### src/rtl/pwm_ramp_pkg.sv
`default_nettype none
// ============================================================================
// Module   : pwm_ramp_pkg
// Purpose  : Shared types and constants for the PWM speed-ramp controller.
//            Holds the ramp FSM state encoding, the speed width and range,
//            and a saturating single-step helper.
// Ports    : none (package)
// Revision : 1.0 - initial release
// ============================================================================
package pwm_ramp_pkg;

    localparam int                   SPEED_W   = 3;
    localparam logic [SPEED_W-1:0]   SPEED_MAX = 3'd7;

    typedef enum logic [1:0] {
        IDLE     = 2'd0,
        RAMP     = 2'd1,
        HOLD     = 2'd2,
        STOPPING = 2'd3
    } ramp_state_e;

    // One step from cur toward tgt. Clamped at both ends of the range so
    // the speed can never wrap, and never moves past the target.
    function automatic logic [SPEED_W-1:0] step_toward(
        input logic [SPEED_W-1:0] cur,
        input logic [SPEED_W-1:0] tgt
    );
        logic [SPEED_W-1:0] nxt;
        nxt = cur;
        if ((cur < tgt) && (cur != SPEED_MAX)) begin
            nxt = cur + 1'b1;
        end else if ((cur > tgt) && (cur != '0)) begin
            nxt = cur - 1'b1;
        end
        return nxt;
    endfunction

endpackage
`default_nettype wire

### src/rtl/input_debounce.sv
`default_nettype none
// ============================================================================
// Module   : input_debounce
// Purpose  : Two-flop synchronizer followed by an optional debouncer. A new
//            value is accepted once the synchronized word has been stable
//            for CYCLES consecutive cycles after capture. CYCLES = 0 bypasses
//            the debouncer and presents the synchronizer output directly.
// Ports    : clk     in  1      system clock
//            rst_n   in  1      synchronous active-low reset
//            i_din   in  WIDTH  raw asynchronous input word
//            o_dout  out WIDTH  synchronized (and debounced) word, registered
// Revision : 1.0 - initial release
// ============================================================================
module input_debounce #(
    parameter int WIDTH  = 4,
    parameter int CYCLES = 4
) (
    input  logic             clk,
    input  logic             rst_n,
    input  logic [WIDTH-1:0] i_din,
    output logic [WIDTH-1:0] o_dout
);

    logic [WIDTH-1:0] r_sync1_q;
    logic [WIDTH-1:0] r_sync2_q;
    logic [WIDTH-1:0] w_sync1_d;
    logic [WIDTH-1:0] w_sync2_d;

    always_comb begin
        w_sync1_d = i_din;
        w_sync2_d = r_sync1_q;
    end

    always_ff @(posedge clk) begin
        if (!rst_n) begin
            r_sync1_q <= '0;
            r_sync2_q <= '0;
        end else begin
            r_sync1_q <= w_sync1_d;
            r_sync2_q <= w_sync2_d;
        end
    end

    generate
        if (CYCLES == 0) begin : g_sync_only
            assign o_dout = r_sync2_q;
        end else begin : g_debounce
            localparam int                c_cnt_w    = (CYCLES > 1) ? $clog2(CYCLES) : 1;
            localparam logic [c_cnt_w-1:0] c_cnt_last = c_cnt_w'(CYCLES - 1);

            logic [WIDTH-1:0]   r_cand_q;
            logic [WIDTH-1:0]   w_cand_d;
            logic [WIDTH-1:0]   r_out_q;
            logic [WIDTH-1:0]   w_out_d;
            logic [c_cnt_w-1:0] r_cnt_q;
            logic [c_cnt_w-1:0] w_cnt_d;

            // Any difference restarts the stability window; the counter then
            // parks at its last value and keeps re-loading the same word.
            always_comb begin
                w_cand_d = r_cand_q;
                w_cnt_d  = r_cnt_q;
                w_out_d  = r_out_q;
                if (r_sync2_q != r_cand_q) begin
                    w_cand_d = r_sync2_q;
                    w_cnt_d  = '0;
                end else if (r_cnt_q == c_cnt_last) begin
                    w_out_d  = r_cand_q;
                end else begin
                    w_cnt_d  = r_cnt_q + c_cnt_w'(1);
                end
            end

            always_ff @(posedge clk) begin
                if (!rst_n) begin
                    r_cand_q <= '0;
                    r_cnt_q  <= '0;
                    r_out_q  <= '0;
                end else begin
                    r_cand_q <= w_cand_d;
                    r_cnt_q  <= w_cnt_d;
                    r_out_q  <= w_out_d;
                end
            end

            assign o_dout = r_out_q;
        end
    endgenerate

endmodule
`default_nettype wire

### src/rtl/pwm_speed_ramp.sv
`default_nettype none
// ============================================================================
// Module   : pwm_speed_ramp
// Purpose  : Control stage ahead of a PWM generator. Debounces the speed and
//            run requests, then ramps the generator speed one step per
//            STEP_CYCLES toward the accepted target (soft start, soft stop,
//            retargeting). A synchronized emergency stop bypasses the ramp.
// Ports    : clk        in  1  system clock
//            rst_n      in  1  synchronous active-low reset
//            req_speed  in  3  raw requested speed
//            req_enable in  1  raw run request
//            estop      in  1  raw emergency stop, active high
//            speed      out 3  speed to PWM generator
//            enable     out 1  enable to PWM generator
//            busy       out 1  ramping or stopping
//            at_target  out 1  holding at the accepted target
// Revision : 1.0 - initial release
// ============================================================================
module pwm_speed_ramp
    import pwm_ramp_pkg::*;
#(
    parameter int DEBOUNCE_CYCLES = 1000,
    parameter int STEP_CYCLES     = 50000
) (
    input  logic               clk,
    input  logic               rst_n,
    input  logic [SPEED_W-1:0] req_speed,
    input  logic               req_enable,
    input  logic               estop,
    output logic [SPEED_W-1:0] speed,
    output logic               enable,
    output logic               busy,
    output logic               at_target
);

    localparam int                 c_tmr_w    = $clog2(STEP_CYCLES);
    localparam logic [c_tmr_w-1:0] c_tmr_last = c_tmr_w'(STEP_CYCLES - 1);

    logic [SPEED_W:0]   w_req_raw;
    logic [SPEED_W:0]   w_tgt;
    logic               w_tgt_en;
    logic [SPEED_W-1:0] w_tgt_speed;
    logic               w_estop_s;

    assign w_req_raw   = {req_enable, req_speed};
    assign w_tgt_en    = w_tgt[SPEED_W];
    assign w_tgt_speed = w_tgt[SPEED_W-1:0];

    input_debounce #(
        .WIDTH  (SPEED_W + 1),
        .CYCLES (DEBOUNCE_CYCLES)
    ) u_req_debounce (
        .clk    (clk),
        .rst_n  (rst_n),
        .i_din  (w_req_raw),
        .o_dout (w_tgt)
    );

    // E-stop is only synchronized so it acts within three cycles.
    input_debounce #(
        .WIDTH  (1),
        .CYCLES (0)
    ) u_estop_sync (
        .clk    (clk),
        .rst_n  (rst_n),
        .i_din  (estop),
        .o_dout (w_estop_s)
    );

    ramp_state_e        r_state_q;
    ramp_state_e        w_state_d;
    logic [SPEED_W-1:0] r_speed_q;
    logic [SPEED_W-1:0] w_speed_d;
    logic               r_enable_q;
    logic               w_enable_d;
    logic               r_busy_q;
    logic               w_busy_d;
    logic               r_at_target_q;
    logic               w_at_target_d;
    logic [c_tmr_w-1:0] r_tmr_q;
    logic [c_tmr_w-1:0] w_tmr_d;

    logic               w_tick;
    logic [c_tmr_w-1:0] w_tmr_run;
    logic [SPEED_W-1:0] w_stepped;

    assign w_tick    = (r_tmr_q == c_tmr_last);
    assign w_tmr_run = w_tick ? '0 : (r_tmr_q + c_tmr_w'(1));
    // Direction comes from the live target at each step point, so a
    // retarget (or reversal) mid-ramp never restarts the dwell timer.
    assign w_stepped = step_toward(r_speed_q, w_tgt_speed);

    always_comb begin
        w_state_d  = r_state_q;
        w_speed_d  = r_speed_q;
        w_enable_d = r_enable_q;
        w_tmr_d    = r_tmr_q;
        if (w_estop_s) begin
            w_state_d  = IDLE;
            w_speed_d  = '0;
            w_enable_d = 1'b0;
            w_tmr_d    = '0;
        end else begin
            case (r_state_q)
                IDLE: begin
                    w_speed_d  = '0;
                    w_enable_d = 1'b0;
                    w_tmr_d    = '0;
                    if (w_tgt_en) begin
                        w_enable_d = 1'b1;
                        w_state_d  = (w_tgt_speed == '0) ? HOLD : RAMP;
                    end
                end
                RAMP: begin
                    w_tmr_d = w_tmr_run;
                    if (!w_tgt_en) begin
                        // Already at zero: nothing to ramp down, stop now.
                        if (r_speed_q == '0) begin
                            w_state_d  = IDLE;
                            w_enable_d = 1'b0;
                            w_tmr_d    = '0;
                        end else begin
                            w_state_d  = STOPPING;
                        end
                    end else if (w_tick) begin
                        w_speed_d = w_stepped;
                        if (w_stepped == w_tgt_speed) begin
                            w_state_d = HOLD;
                        end
                    end
                end
                HOLD: begin
                    if (!w_tgt_en) begin
                        w_tmr_d = '0;
                        if (r_speed_q == '0) begin
                            w_state_d  = IDLE;
                            w_enable_d = 1'b0;
                        end else begin
                            w_state_d  = STOPPING;
                        end
                    end else if (w_tgt_speed != r_speed_q) begin
                        w_state_d = RAMP;
                        w_tmr_d   = '0;
                    end
                end
                STOPPING: begin
                    w_tmr_d = w_tmr_run;
                    if (w_tgt_en) begin
                        w_state_d = RAMP;
                    end else if (w_tick) begin
                        // Zero is dwelt at for one full step before the
                        // generator is released.
                        if (r_speed_q == '0) begin
                            w_state_d  = IDLE;
                            w_enable_d = 1'b0;
                            w_tmr_d    = '0;
                        end else begin
                            w_speed_d = r_speed_q - 1'b1;
                        end
                    end
                end
                default: begin
                    w_state_d  = IDLE;
                    w_speed_d  = '0;
                    w_enable_d = 1'b0;
                    w_tmr_d    = '0;
                end
            endcase
        end
        w_busy_d      = (w_state_d == RAMP) || (w_state_d == STOPPING);
        w_at_target_d = (w_state_d == HOLD);
    end

    always_ff @(posedge clk) begin
        if (!rst_n) begin
            r_state_q     <= IDLE;
            r_speed_q     <= '0;
            r_enable_q    <= 1'b0;
            r_busy_q      <= 1'b0;
            r_at_target_q <= 1'b0;
            r_tmr_q       <= '0;
        end else begin
            r_state_q     <= w_state_d;
            r_speed_q     <= w_speed_d;
            r_enable_q    <= w_enable_d;
            r_busy_q      <= w_busy_d;
            r_at_target_q <= w_at_target_d;
            r_tmr_q       <= w_tmr_d;
        end
    end

    assign speed     = r_speed_q;
    assign enable    = r_enable_q;
    assign busy      = r_busy_q;
    assign at_target = r_at_target_q;

endmodule
`default_nettype wire

### config.mk
export PLATFORM = sky130hd
export DESIGN_NAME = pwm_speed_ramp
export DESIGN_NICKNAME = d
export VERILOG_FILES = /design/src/rtl/pwm_ramp_pkg.sv /design/src/rtl/input_debounce.sv /design/src/rtl/pwm_speed_ramp.sv
export SDC_FILE = /design/constraint.sdc
export NUM_CORES = 1
export LEC_CHECK = 0
export ABC_CLOCK_PERIOD_IN_PS = 2320
export BUFFER_PORTS_ARGS = -buffer_cell sky130_fd_sc_hd__buf_2
export CAP_MARGIN = 20
export CORE_UTILIZATION = 55
export DETAILED_ROUTE_END_ITERATION = 10
export PLACE_DENSITY = 0.73
export SYNTH_ARGS = -nofsm -noshare
export SYNTH_HDL_FRONTEND = slang
export SYNTH_SLANG_ARGS = --single-unit
### constraint.sdc
create_clock -name clk -period 2.32 [get_ports clk]
set_input_delay 0.232 -clock clk [delete_from_list [all_inputs] [get_ports clk]]
set_output_delay 0.232 -clock clk [all_outputs]
set_load 0.01 [all_outputs]
# Yosys cells after proc, flatten, opt, wreduce, memory -nomap -nowiden
# Index checks and enable logic that the tools add are counted.
classes:
  n_addsub: 4
  order_cmp: 2
  eq_ne: 19
  muxes: 35
  bitwise: 2
  n_reduce_logical: 14
op_table:
  columns: ["operator", "n"]
  rows:
  - ["16-bit 2-to-1 mux", 7]
  - ["16-bit one-hot mux with 4 select lines", 1]
  - ["2-bit 2-to-1 mux", 12]
  - ["3-bit 2-to-1 mux", 7]
  - ["16-bit by 1-bit adder with 16-bit output, second input constant", 1]
  - ["16-bit equality test, second input constant", 1]
  - ["10-bit by 1-bit adder with 10-bit output, second input constant", 1]
  - ["10-bit equality test, second input constant", 1]
  - ["2-bit != test, second input constant", 5]
  - ["3-bit one-hot mux with 3 select lines", 1]
  - ["2-bit equality test, second input constant", 4]
  - ["2-bit one-hot mux with 4 select lines", 1]
  - ["3-bit zero test", 2]
  - ["3-bit != test, second input constant", 2]
  - ["6-bit AND reduction", 1]
  - ["3-bit nonzero test", 2]
  - ["2-bit OR reduction", 3]
  - ["1-bit 2-to-1 mux", 5]
  - ["2-bit by 1-bit equality test with 1-bit output, second input constant", 2]
  - ["4-bit != test", 1]
  - ["3-bit by 1-bit adder with 3-bit output, second input constant", 1]
  - ["3-bit equality test", 1]
  - ["3-bit greater-than comparator", 1]
  - ["3-bit < comparator", 1]
  - ["other kinds (10)", 12]
totals:
  ff_bits: 52
  input_bits: 7
  output_inout_bits: 6
  elab_cells: 89

# Depth between registers and ports, before layout
# Gate-level depths: netlist (run 1).
depth:
  ltp_word: 12
  mapped_depth: 10
  mapped_depth_nobuf: 8

# Modules after synthesis
# Synthesis (run 1) repeated with hierarchy kept, for this count alone.
unflattened:
  hier_cells: 308
  hier_area_um2: 2663.8
by_module_without_submodules:
  columns: ["mod", "instances", "cells_per_inst", "area_per_inst_um2", "seq_area_each_um2"]
  rows:
  - ["pwm_speed_ramp", 1, 207, 1626.6, 460.4]
  - ["input_debounce at u_req_debounce", 1, 97, 984.7, 520.5]
  - ["input_debounce at u_estop_sync", 1, 4, 52.6, 40.0]

# Worst setup path after synthesis (run 1)
# Ideal clock, no wire load.
synth_path:
  path_type: "reg2reg"
  startpoint: "register r_speed_q[2] (netlist: speed[2])"
  endpoint: "register r_state_q[0]"
  setup_time_ns: 0.122
  t_arrival_ns: 2.013
  t_required_ns: 2.198
  setup_slack_ns: 0.185
  stages_incl_launch_ff: 8
  path_buffers: 0
  period_less_slack_ns: 2.135
  cell_sequence: "dfxtp_1 ha_1 a21oi_2 nand3_1 a221oi_1 a31oi_2 xnor2_1 o311a_1"
synth_via:
  elab_chain_cells: 10
  elab_cells_between_ends: 24
  cone_classes: "add/sub: 2; order compare: 2; eq/ne: 3; mux: 13; reduce/logical: 4"
synth_lines:
  columns: ["element", "line", "source"]
  rows:
  - ["from (decl)", "pwm_speed_ramp.sv:72", "logic [SPEED_W-1:0] r_speed_q;"]
  - ["from (signal assigned)", "pwm_speed_ramp.sv:184", "r_speed_q <= w_speed_d;"]
  - ["3-bit greater-than comparator / 3-bit nonzero test (equally long branches)", "pwm_ramp_pkg.sv:32", "end else if ((cur > tgt) && (cur != '0)) begin"]
  - ["1-bit logical AND", "pwm_ramp_pkg.sv:32", null]
  - ["3-bit 2-to-1 mux", "pwm_ramp_pkg.sv:32", null]
  - ["3-bit 2-to-1 mux", "pwm_ramp_pkg.sv:30", "if ((cur < tgt) && (cur != SPEED_MAX)) begin"]
  - ["3-bit equality test", "pwm_speed_ramp.sv:127", "if (w_stepped == w_tgt_speed) begin"]
  - ["2-bit 2-to-1 mux", "pwm_speed_ramp.sv:127", null]
  - ["2-bit 2-to-1 mux", "pwm_speed_ramp.sv:125", "end else if (w_tick) begin"]
  - ["2-bit 2-to-1 mux", "pwm_speed_ramp.sv:116", "if (!w_tgt_en) begin"]
  - ["2-bit one-hot mux with 4 select lines (*)", "pwm_speed_ramp.sv:104", "case (r_state_q)"]
  - ["2-bit 2-to-1 mux (*)", "pwm_speed_ramp.sv:98", "if (w_estop_s) begin"]
  - ["to (signal assigned)", "pwm_speed_ramp.sv:183", "r_state_q <= w_state_d;"]
  - ["to (decl)", "pwm_speed_ramp.sv:70", "ramp_state_e r_state_q;"]
# Every way passes the cells marked *; elsewhere a longest branch is shown, timed or not.
# A chain may end at the register's enable or synchronous reset.

# Final worst setup path (run 1)
layout_path:
  startpoint: "register u_req_debounce.g_debounce.r_out_q[2] (netlist: u_req_debounce.o_dout[2])"
  endpoint: "register r_state_q[0]"
layout_via:
  elab_chain_cells: 10
  elab_cells_between_ends: 18
  cone_classes: "order compare: 2; eq/ne: 2; mux: 11; reduce/logical: 3"
layout_lines:
  columns: ["element", "line", "source"]
  rows:
  - ["from (decl)", "input_debounce.sv:53", "logic [WIDTH-1:0] r_out_q;"]
  - ["from (signal assigned)", "input_debounce.sv:82", "r_out_q <= w_out_d;"]
  - ["3-bit greater-than comparator", "pwm_ramp_pkg.sv:32", null]
  - ["1-bit logical AND", "pwm_ramp_pkg.sv:32", null]
  - ["3-bit 2-to-1 mux", "pwm_ramp_pkg.sv:32", null]
  - ["3-bit 2-to-1 mux", "pwm_ramp_pkg.sv:30", null]
  - ["3-bit equality test", "pwm_speed_ramp.sv:127", null]
  - ["2-bit 2-to-1 mux", "pwm_speed_ramp.sv:127", null]
  - ["2-bit 2-to-1 mux", "pwm_speed_ramp.sv:125", null]
  - ["2-bit 2-to-1 mux", "pwm_speed_ramp.sv:116", null]
  - ["2-bit one-hot mux with 4 select lines (*)", "pwm_speed_ramp.sv:104", null]
  - ["2-bit 2-to-1 mux (*)", "pwm_speed_ramp.sv:98", null]
# Marked as above.

==> impl_results.md, run 1 <==
- Commonest cells after routing, fill and taps aside: 50 x dfxtp_1, 46 x nor2_1, 18 x and2_1, 18 x xor2_1, 15 x nand2_1
- Worst VDD drop: 0.318 mV
- Clock Tree Root: clkbuf_8
- Crit Path Class: reg -> reg
- Post-Syn Nets: 326
- Die Ht: 72.1 um
- Worst R2R Path Depth: 8
- Clock Power Share: 36.8%
- WL/cell: 13.4 um
- Least-Margin Pin Slew: 511 ps
- Row cnt: 25
- Initial antenna violation count: 0
- Total grt overflow: 0
- CP endpoint: r_state_q[0]
- Pin count of the biggest net entering global routing: 23
- Post-synthesis sequential area ratio: 37.8%
- # Max-Cap Violations: 0
- Slew Limit Headroom: 65.4%
- Die area: 5190 um2
- Number of flops mapped to enable cells by yosys: 0
- Switching power: 354 uW
- Die width: 72.1 um
- Syn_area_per_cell: 8.82 um2
- Outcome: complete, no violations
- DP HPWL: 3.92 mm
- DRT antenna net count: 0
- Crit share post-route: 95.5%
- Sequential share of power: 60.4%
- Fin crit period: 2210 ps
- Initial Util: 57.2%
- Min-delay worst type: in -> reg
- CTS tree: yes
- Cell area power density: 493 nW/um2
- Yosys reg bits: 51
- IO buf count: 12
- Setup Viol. Count Final: 0
- Syn-to-layout area delta: 11.4%
- Max H-tree Level: 2
- Critical path peak fanout: 6
- Total track usage: 22.4%
- Layout cells sized above 1: 15.2%
- Drt pass-1 iters: 4
- WL final: 5.31 mm
- Vias/cell: 5.63
- Gpl congestion: 0.982
- Top_reg_cell synth: dfxtp_1
- Internal Power: 1.13 mW
- Most common cell after layout, fill and taps aside: dfxtp_1
- Synth Warn #: 0
- Cell area after synthesis: 2700 um2
- Yosys cell types: 58
- Maximum clock rate: 0.452 GHz
- Crit path DAT: 2420 ps
- TritonCTS Buffers: 5
- Final hold viol count: 0
- Slew Viols, Final: 0
- Reg-to-reg slack, setup: 110 ps
- Reg clk slew, reported paths: 110 ps
- Num ports: 13
- Max clock buf depth: 2
- Antenna cells: 0
- First-pass GRT wire length: 9.17 mm
- Skew-Pair Late Insertion Delay: 310 ps
- Worst Path Required: 2520 ps
- Leakage: 1.17 nW
- Worst setup startpoint: u_req_debounce.o_dout[2]
- Total core area: 4720 um2
- Final-stage net count: 348
- Switching share of total power: 23.9%
- Vias in the first global route: 2,044
- Routed via count: 2,228
- Logic pwr share: 2.8%
- Terminus of the critical flop-to-flop path: r_state_q[0]
- Drt initial violations: 104
- Startpoint types: register
- Final setup margin: 105 ps
- Post-CTS Hold Fix Bufs: 0
- Mapped Cells: 306
- Clock sink count: 51
- Setup TNS: 0 ps
- Type of destination of the critical path: register
- Placement Setup Slack: 75.0 ps
- Worst r2r src: u_req_debounce.o_dout[2]
- DRC errors left: 0
- Ys async rst share: 0%
- Worst Clk Skew: 11.8 ps
## cells by family after synthesis
| group | count (synthesis) | synth area share (%) |
|---|---|---|
| compound gates | 48 | 12.8 |
| xor+xnor | 28 | 9.08 |
| fa+ha+maj | 13 | 6.02 |
| buf+inv | 21 | 2.97 |
| flops | 51 | 37.8 |
| mux | 8 | 2.97 |
| simple gates | 137 | 28.4 |
## layer usage
metal	vias to the layer above	track usage [%]	routed length [um]
li1	1116	-	-
met5	-	0	0
met4	0	9.37	125
met2	57	35.6	2440
met3	15	5.42	252
met1	1040	29.0	2490
## area by class of cell
cell class / count / area (um2)
clock buffer: 5 / 68.8
fill: 409 / 1720
timing repair buffer: 23 / 143
tap: 67 / 83.8
sequential: 51 / 1020
multi-input combinational: 234 / 1610
clock inverter: 3 / 27.5
inverter: 13 / 48.8
## repair_timing
item / CTS / global route
buffers inserted: 0 / 2
resized for setup: 0 / 5
endpoints found under the setup margin: 0 / 2
## critical path: stages, from the launching register on
cell and delay (ps):
dfxtp_1 340, inv_1 50, ha_1 360, a21oi_2 230, nand3_1 160, a221oi_1 370, a31oi_2 100, xnor2_1 160
o311a_1 340
## cells in the mapped netlist (2+ instances only)
master / count / area (um2)
and4_1: 2 / 17.5
and3_1: 4 / 25.0
nor3_1: 5 / 25.0
and2_1: 18 / 113
xnor2_1: 10 / 87.6
ha_1: 13 / 163
xor2_1: 18 / 158
nand2_1: 15 / 56.3
nand4_1: 9 / 56.3
o21ai_0: 9 / 45.0
nand3_1: 11 / 55.1
mux2i_1: 8 / 80.1
o21ai_1: 2 / 10.0
o31ai_1: 2 / 15.0
nor4b_2: 2 / 30.0
clkbuf_1: 7 / 26.3
inv_1: 12 / 45.0
a21oi_1: 9 / 45.0
nor2_1: 46 / 173
a211oi_1: 2 / 15.0
a21oi_2: 2 / 17.5
dfxtp_1: 51 / 1020
a221oi_1: 2 / 17.5
a32oi_1: 2 / 17.5
o211ai_1: 2 / 15.0
a21o_1: 2 / 15.0
nor2b_1: 6 / 37.5
nand2b_1: 4 / 25.0
nand3b_1: 2 / 15.0
## stage by stage
step	hold slack [ps]	total power [mW]	std cells	area, um2	utilization [%]
final	123	1.48	396	3010	63.7
after detailed placement	418	0.959	386	2880	61.0
after global routing	107	1.54	396	3010	63.7
after floorplan	359	0.945	306	2700	-
after CTS	112	1.50	394	2980	63.0
after global placement	415	0.957	386	2880	61.0
## registers in the layout (all words and copies together) (netlist names)
| signal | count |
|---|---|
| u_estop_sync.o_dout | 1 |
| u_req_debounce.r_sync2_q | 4 |
| u_req_debounce.o_dout | 4 |
| r_tmr_q | 16 |
| u_estop_sync.r_sync1_q | 1 |
| enable | 1 |
| u_req_debounce.g_debounce.r_cnt_q | 10 |
| u_req_debounce.r_sync1_q | 4 |
| speed | 3 |
| u_req_debounce.g_debounce.r_cand_q | 4 |
| r_state_q | 2 |
| at_target | 1 |
## power by group through the flow
stage,sequential [mW],combinational [mW],clock (mW)
floorplan,0.914,0.0310,0
CTS,0.896,0.0428,0.563
global route,0.898,0.0477,0.599
detailed placement,0.916,0.0426,0
global placement,0.916,0.0417,0
finish,0.896,0.0422,0.545
## how the worst min path moves through the flow
stage,from,to,depth (start not counted)
global placement,u_estop_sync.r_sync1_q,u_estop_sync.o_dout,1
finish,req_enable,u_req_debounce.r_sync1_q[3],2
CTS,req_enable,u_req_debounce.r_sync1_q[3],2
floorplan,estop,u_estop_sync.r_sync1_q,1
detailed placement,u_req_debounce.r_sync1_q[0],u_req_debounce.r_sync2_q[0],1
global route,req_speed[2],u_req_debounce.r_sync1_q[2],2
No activity file was read; power rests on OpenSTA's default activity.
==> run 2: changes to the inputs <==
- CELL_PAD_IN_SITES_DETAIL_PLACEMENT: not set -> 0
- CELL_PAD_IN_SITES_GLOBAL_PLACEMENT: not set -> 1
- CORE_UTILIZATION: 55 -> 47
- PLACE_DENSITY: 0.73 -> not set
- PLACE_DENSITY_LB_ADDON: not set -> 0.1
==> impl_results.md, run 2 (same netlist as run 1, synthesis figures left out) <==
- Outcome: complete, no violations
- CP delay by family, top: simple AND/OR/NAND/NOR gates
- # Max-Cap Violations: 0
- Placed cell count: 392
- Clock sink count: 51
- Num ports: 13
- IO buf count: 12
- Top reg by flops: r_tmr_q
- Hold Path Origin: req_enable
- Worst path buffer plus inverter count: 0
- Vias/cell: 5.31
- Largest stage delay, worst path: 620 ps
- Final cell count without fillers: 401
- WL/cell: 13.7 um
- Startpoint types: register
- Final setup margin: 27.3 ps
- Slew Viols, Final: 0
- Final hold viol count: 0
- Worst Hold Endpoint: u_req_debounce.r_sync1_q[3]
- Setup TNS: 0 ps
- First-pass GRT wire length: 9.09 mm
- Die width: 77.8 um
- WL final: 5.51 mm
- Placement Setup Slack: 90.0 ps
- Least-Margin Pin Slew: 636 ps
- Reg-to-reg slack, setup: 30 ps
- Crit Path Class: reg -> reg
- Vias in the first global route: 1,868
- Worst VDD drop: 0.469 mV
- Max H-tree Level: 2
- Gpl congestion: 0.792
- Drt initial violations: 113
- Total track usage: 18.9%
- Initial Util: 49.0%
- Most common cell after layout, fill and taps aside: dfxtp_1
- Initial antenna violation count: 0
- Leakage: 1.18 nW
- DP HPWL: 3.93 mm
- Pin count of the biggest net entering global routing: 23
- Cell area power density: 486 nW/um2
- TritonCTS Buffers: 5
- Die Ht: 77.8 um
- CP max stage cell: a2111oi_0
- Crit path DAT: 2540 ps
- Worst R2R Path Depth: 7
- Pwr Total: 1.48 mW
- Antenna cells: 0
- Row cnt: 27
- Post-CTS Hold Fix Bufs: 0
- Critical path peak fanout: 6
- Layout cells sized above 1: 15.5%
- Total core area: 5510 um2
- RSZ-0062 raised after global routing: true
- Commonest cells after routing, fill and taps aside: 50 x dfxtp_1, 46 x nor2_1, 18 x and2_1, 18 x xor2_1, 15 x nand2_1
- Hold Path Depth: 2
- Crit share post-route: 98.8%
- Most used cell, CP: and4_1
- Worst r2r src: r_tmr_q[1]
- Worst Path Required: 2570 ps
- Hold slack: 127 ps
- DRT antenna net count: 0
- Placed cell area: 2910 um2
- Fin crit period: 2290 ps
- Max FFs per register: 16
- Largest registers: r_tmr_q x16, u_req_debounce.g_debounce.r_cnt_q x10
- Fillers: 522
- Setup Viol. Count Final: 0
- Post-layout util: 55.3%
- Total grt overflow: 0
- Syn-to-layout area delta: 12.7%
- Routed via count: 2,128
- Terminus of the critical flop-to-flop path: at_target
- DRC errors left: 0
- Reg clk slew, reported paths: 100 ps
- Cell chain of the critical path: ha_1 > and4_1 > and4_1 > a2111oi_0 > o21ai_1 > nor2_1 > and4b_1
- Worst Clk Skew: 12.7 ps
- Final-stage net count: 348
- Drt pass-1 iters: 4
- Skew-Pair Late Insertion Delay: 310 ps
- Max clock buf depth: 2
- Type of destination of the critical path: register
- Maximum clock rate: 0.436 GHz
- Final Cell Area: 3040 um2
- Clock Tree Root: clkbuf_8
- CTS tree: yes
- Die area: 6050 um2
- Min-delay worst type: in -> reg
- Slew Limit Headroom: 56.5%
==> run 2: cell type report <==
| type | instances | area, um2 | share of cell area (%) |
|---|---|---|---|
| Multi-Input combinational cell | 234 | 1630 | 53.6 |
| Sequential cell | 51 | 1020 | 33.6 |
| Timing Repair Buffer | 23 | 155 | 5.10 |
| Tap cell | 72 | 90.1 | 2.96 |
| Clock buffer | 5 | 68.8 | 2.26 |
| Inverter | 13 | 48.8 | 1.60 |
| Clock inverter | 3 | 27.5 | 0.905 |
==> run 2: worst max-delay path by stage <==
stage | from | end | slack [ps] | depth (start not counted)
after floorplan | speed[2] | r_state_q[0] | 190 | 7
after global placement | u_req_debounce.o_dout[1] | r_state_q[0] | 180 | 8
after detailed placement | u_req_debounce.o_dout[1] | r_state_q[0] | 90 | 8
after CTS | u_req_debounce.o_dout[1] | r_state_q[0] | 80 | 8
after global routing | u_req_debounce.o_dout[1] | at_target | -30 | 8
final | r_tmr_q[1] | at_target | 30 | 7
==> run 2: report_power, final <==
group	internal [mW]	switching, mW	leakage [nW]	total, mW
registers	0.888	0.00766	0.414	0.895
logic	0.0192	0.0236	0.716	0.0428
clock network	0.222	0.318	0.0463	0.540
==> run 2: timing repair <==
item | CTS | global route
endpoints found under the setup margin | 0 | 3
endpoints found under the hold margin | 0 | 0
setup buffers | 0 | 1
gates resized for setup | 0 | 8
==> run 2: metal layers <==
| metal | wire, um | track usage [%] |
|---|---|---|
| met5 | 0 | 0 |
| met2 | 2470 | 29.3 |
| met4 | 70 | 5.66 |
| met1 | 2820 | 26.4 |
| met3 | 154 | 3.65 |
==> run 3: changes to the inputs <==
- CORE_UTILIZATION: 47 -> 32
- REMOVE_ABC_BUFFERS: not set -> 1
- SYNTH_HIERARCHICAL: not set -> 1
==> impl_results.md, run 3 <==
- Least-Margin Pin Slew: 492 ps
- Logic pwr share: 2.8%
- Gr busiest metal: met2
- Xor and xnor area share after synthesis: 9.21%
- Max H-tree Level: 2
- Fin crit period: 2250 ps
- Sequential share of power: 53.3%
- Hold Path Depth: 2
- # Max-Cap Violations: 0
- Final hold viol count: 0
- Cell area power density: 519 nW/um2
- Post-synthesis sequential area ratio: 38.3%
- Crit Path Class: reg -> reg
- Drt initial violations: 105
- Post-synthesis compound-gate area fraction: 10.5%
- Reg clk slew, reported paths: 100 ps
- DRC errors left: 0
- Max clock buf depth: 2
- Slew Viols, Final: 0
- Syn-to-layout area delta: 21.4%
- Syn_area_per_cell: 8.65 um2
- Max FFs per register: 16
- Layout cells sized above 1: 21.7%
- Post-CTS Hold Fix Bufs: 0
- Min-delay worst type: in -> reg
- Cell area after synthesis: 2660 um2
- Worst r2r src: r_tmr_q[0]
- Synth top cells by count: 51 x dfxtp_1, 37 x nor2_1, 36 x nand2_1
- Switching power: 340 uW
- Skew-Pair Late Insertion Delay: 310 ps
- Worst R2R Path Depth: 7
- Synth top area share: 38.3%
- Mux share of post-synthesis cell area: 3.43%
- Post-synth top area cell: dfxtp_1
- Final-stage net count: 366
- IO buf count: 12
- Total track usage: 14.3%
- Clock sink count: 51
- RSZ-0062 raised after global routing: true
- Gpl congestion: 0.812
- Die area: 8690 um2
- Switching share of total power: 20.3%
- WL/cell: 13.0 um
- Hold Path Origin: estop
- Startpoint types: register
- Simple-gate area share of the yosys netlist: 29.1%
- Setup Viol. Count Final: 0
- CTS tree: yes
- Die width: 93.2 um
- Final cell count without fillers: 448
- Worst Path Required: 2540 ps
- Internal Power: 1.34 mW
- Met1 usage: 20.1%
- Most common cell after layout, fill and taps aside: dfxtp_1
- Maximum clock rate: 0.444 GHz
- Placement Setup Slack: 59.1 ps
- Placed cell area: 3000 um2
- Row cnt: 32
- DP HPWL: 4.30 mm
- First-pass GRT wire length: 9.72 mm
- Ys async rst share: 0%
- Yosys cell types: 51
- Final setup margin: 66.6 ps
- Pin count of the biggest net entering global routing: 26
- Crit path DAT: 2470 ps
- Hold slack: 120 ps
- Worst VDD drop: 0.253 mV
- Final Cell Area: 3230 um2
- Post-Synth Adder-Cell Area: 6.58%
- Reg-to-reg slack, setup: 70 ps
- Antenna cells: 0
- Setup TNS: 0 ps
- Global Route met3 Usage: 3.09%
- Number of flops mapped to enable cells by yosys: 0
- Top_reg_cell synth: dfxtp_1
- Initial antenna violation count: 0
- Leakage: 1.27 nW
- Top reg by flops: r_tmr_q
- Worst Clk Skew: 7.61 ps
- Num ports: 13
- Initial Util: 33.8%
- GR Layer Usage met2: 21.8%
- Main combinational cell family by area after synthesis: simple AND/OR/NAND/NOR gates
- Worst Hold Endpoint: u_estop_sync/r_sync1_q
- Type of destination of the critical path: register
- Total core area: 7890 um2
- Vias/cell: 4.84
- WL final: 5.81 mm
- Total grt overflow: 0
- Mapped Cells: 308
- DRT antenna net count: 0
- Drt pass-1 iters: 4
- Synth Warn #: 6
- Vias in the first global route: 1,977
- Die Ht: 93.2 um
- Yosys reg bits: 51
- Ranking of synthesized cells by area: dfxtp_1 38%, ha_1 6.6%, xor2_1 5.9%
- Placed cell count: 439
- Clock Power Share: 43.9%
- Crit share post-route: 97.1%
- Terminus of the critical flop-to-flop path: r_state_q[0]
- Outcome: complete, no violations
- TritonCTS Buffers: 5
- Cell with the most instances after synthesis: dfxtp_1
- Clock Tree Root: clkbuf_8
- Slew Limit Headroom: 66.9%
- Critical path peak fanout: 4
- Largest registers: r_tmr_q x16, u_req_debounce/g_debounce.r_cnt_q x10
- Routed via count: 2,167
- Commonest cells after routing, fill and taps aside: 49 x dfxtp_1, 37 x nor2_1, 36 x nand2_1, 25 x buf_4, 18 x xor2_1
==> run 3: cell types whose count changed after synthesis, moves of 5 or more <==
| cell | delta |
|---|---|
| nor2_1 | -9 |
| nand2_1 | +21 |
| nor3_1 | +8 |
| nand3_1 | -6 |
| nor2b_1 | -5 |
==> run 3: worst max path at each step <==
stage	startpoint	slack, ps	endpoint	cells past startpoint
finish	r_tmr_q[0]	70	r_state_q[0]	7
detailed placement	r_tmr_q[0]	60	r_state_q[0]	7
global placement	speed[1]	60	at_target	7
floorplan	speed[0]	-30	r_tmr_q[15]	8
CTS	r_tmr_q[0]	40	r_state_q[0]	7
global route	r_tmr_q[0]	-60	r_state_q[0]	7
==> run 3: cell type report <==
type                            instances  area, um2
Fill cell                             799       4650
Tap cell                              102        128
Sequential cell                        51       1020
Timing Repair Buffer                   37        248
Clock inverter                          3       67.6
Multi-Input combinational cell        237       1650
Clock buffer                            5       68.8
Inverter                               13       48.8
==> run 3: stage by stage <==
| step | power [mW] | util (%) |
|---|---|---|
| after CTS | 1.71 | 39.9 |
| after global placement | 0.963 | 38.1 |
| after detailed placement | 0.964 | 38.1 |
| after floorplan | 0.944 | - |
| after global routing | 1.75 | 41.0 |
| final | 1.68 | 41.0 |
==> run 3: repair_timing <==
action | CTS | global route
setup buffers | 0 | 1
pin swaps | 0 | 3
gates resized for setup | 1 | 17
endpoints found under the setup margin | 1 | 5
==> run 3: worst max-delay path, stage by stage, from the launching register on <==
cell     delay [ps]
dfxtp_2         360
ha_2            180
or3b_4          390
nor4_4          370
or4b_1          490
o21ai_2          80
a41oi_2         130
a21o_1          170
==> run 3: power by group through the flow <==
stage | logic (mW) | clock network (mW) | registers, mW
3_3_place_gp | 0.0482 | 0 | 0.915
3_5_place_dp | 0.0485 | 0 | 0.915
2_1_floorplan | 0.0304 | 0 | 0.913
6_report | 0.0469 | 0.737 | 0.894
5_1_grt | 0.0524 | 0.801 | 0.897
4_1_cts | 0.0486 | 0.764 | 0.895
==> run 3: cell families after synthesis <==
family	Yosys count
buf+inv	20
simple gates	142
fa+ha+maj	14
mux	9
compound gates	44
flops	51
xor+xnor	28
==> run 3: metal layers <==
layer	wire length, um	vias to the layer above
met5	0	-
met4	85	0
met3	228	7
met2	2500	37
met1	2990	985
li1	-	1138
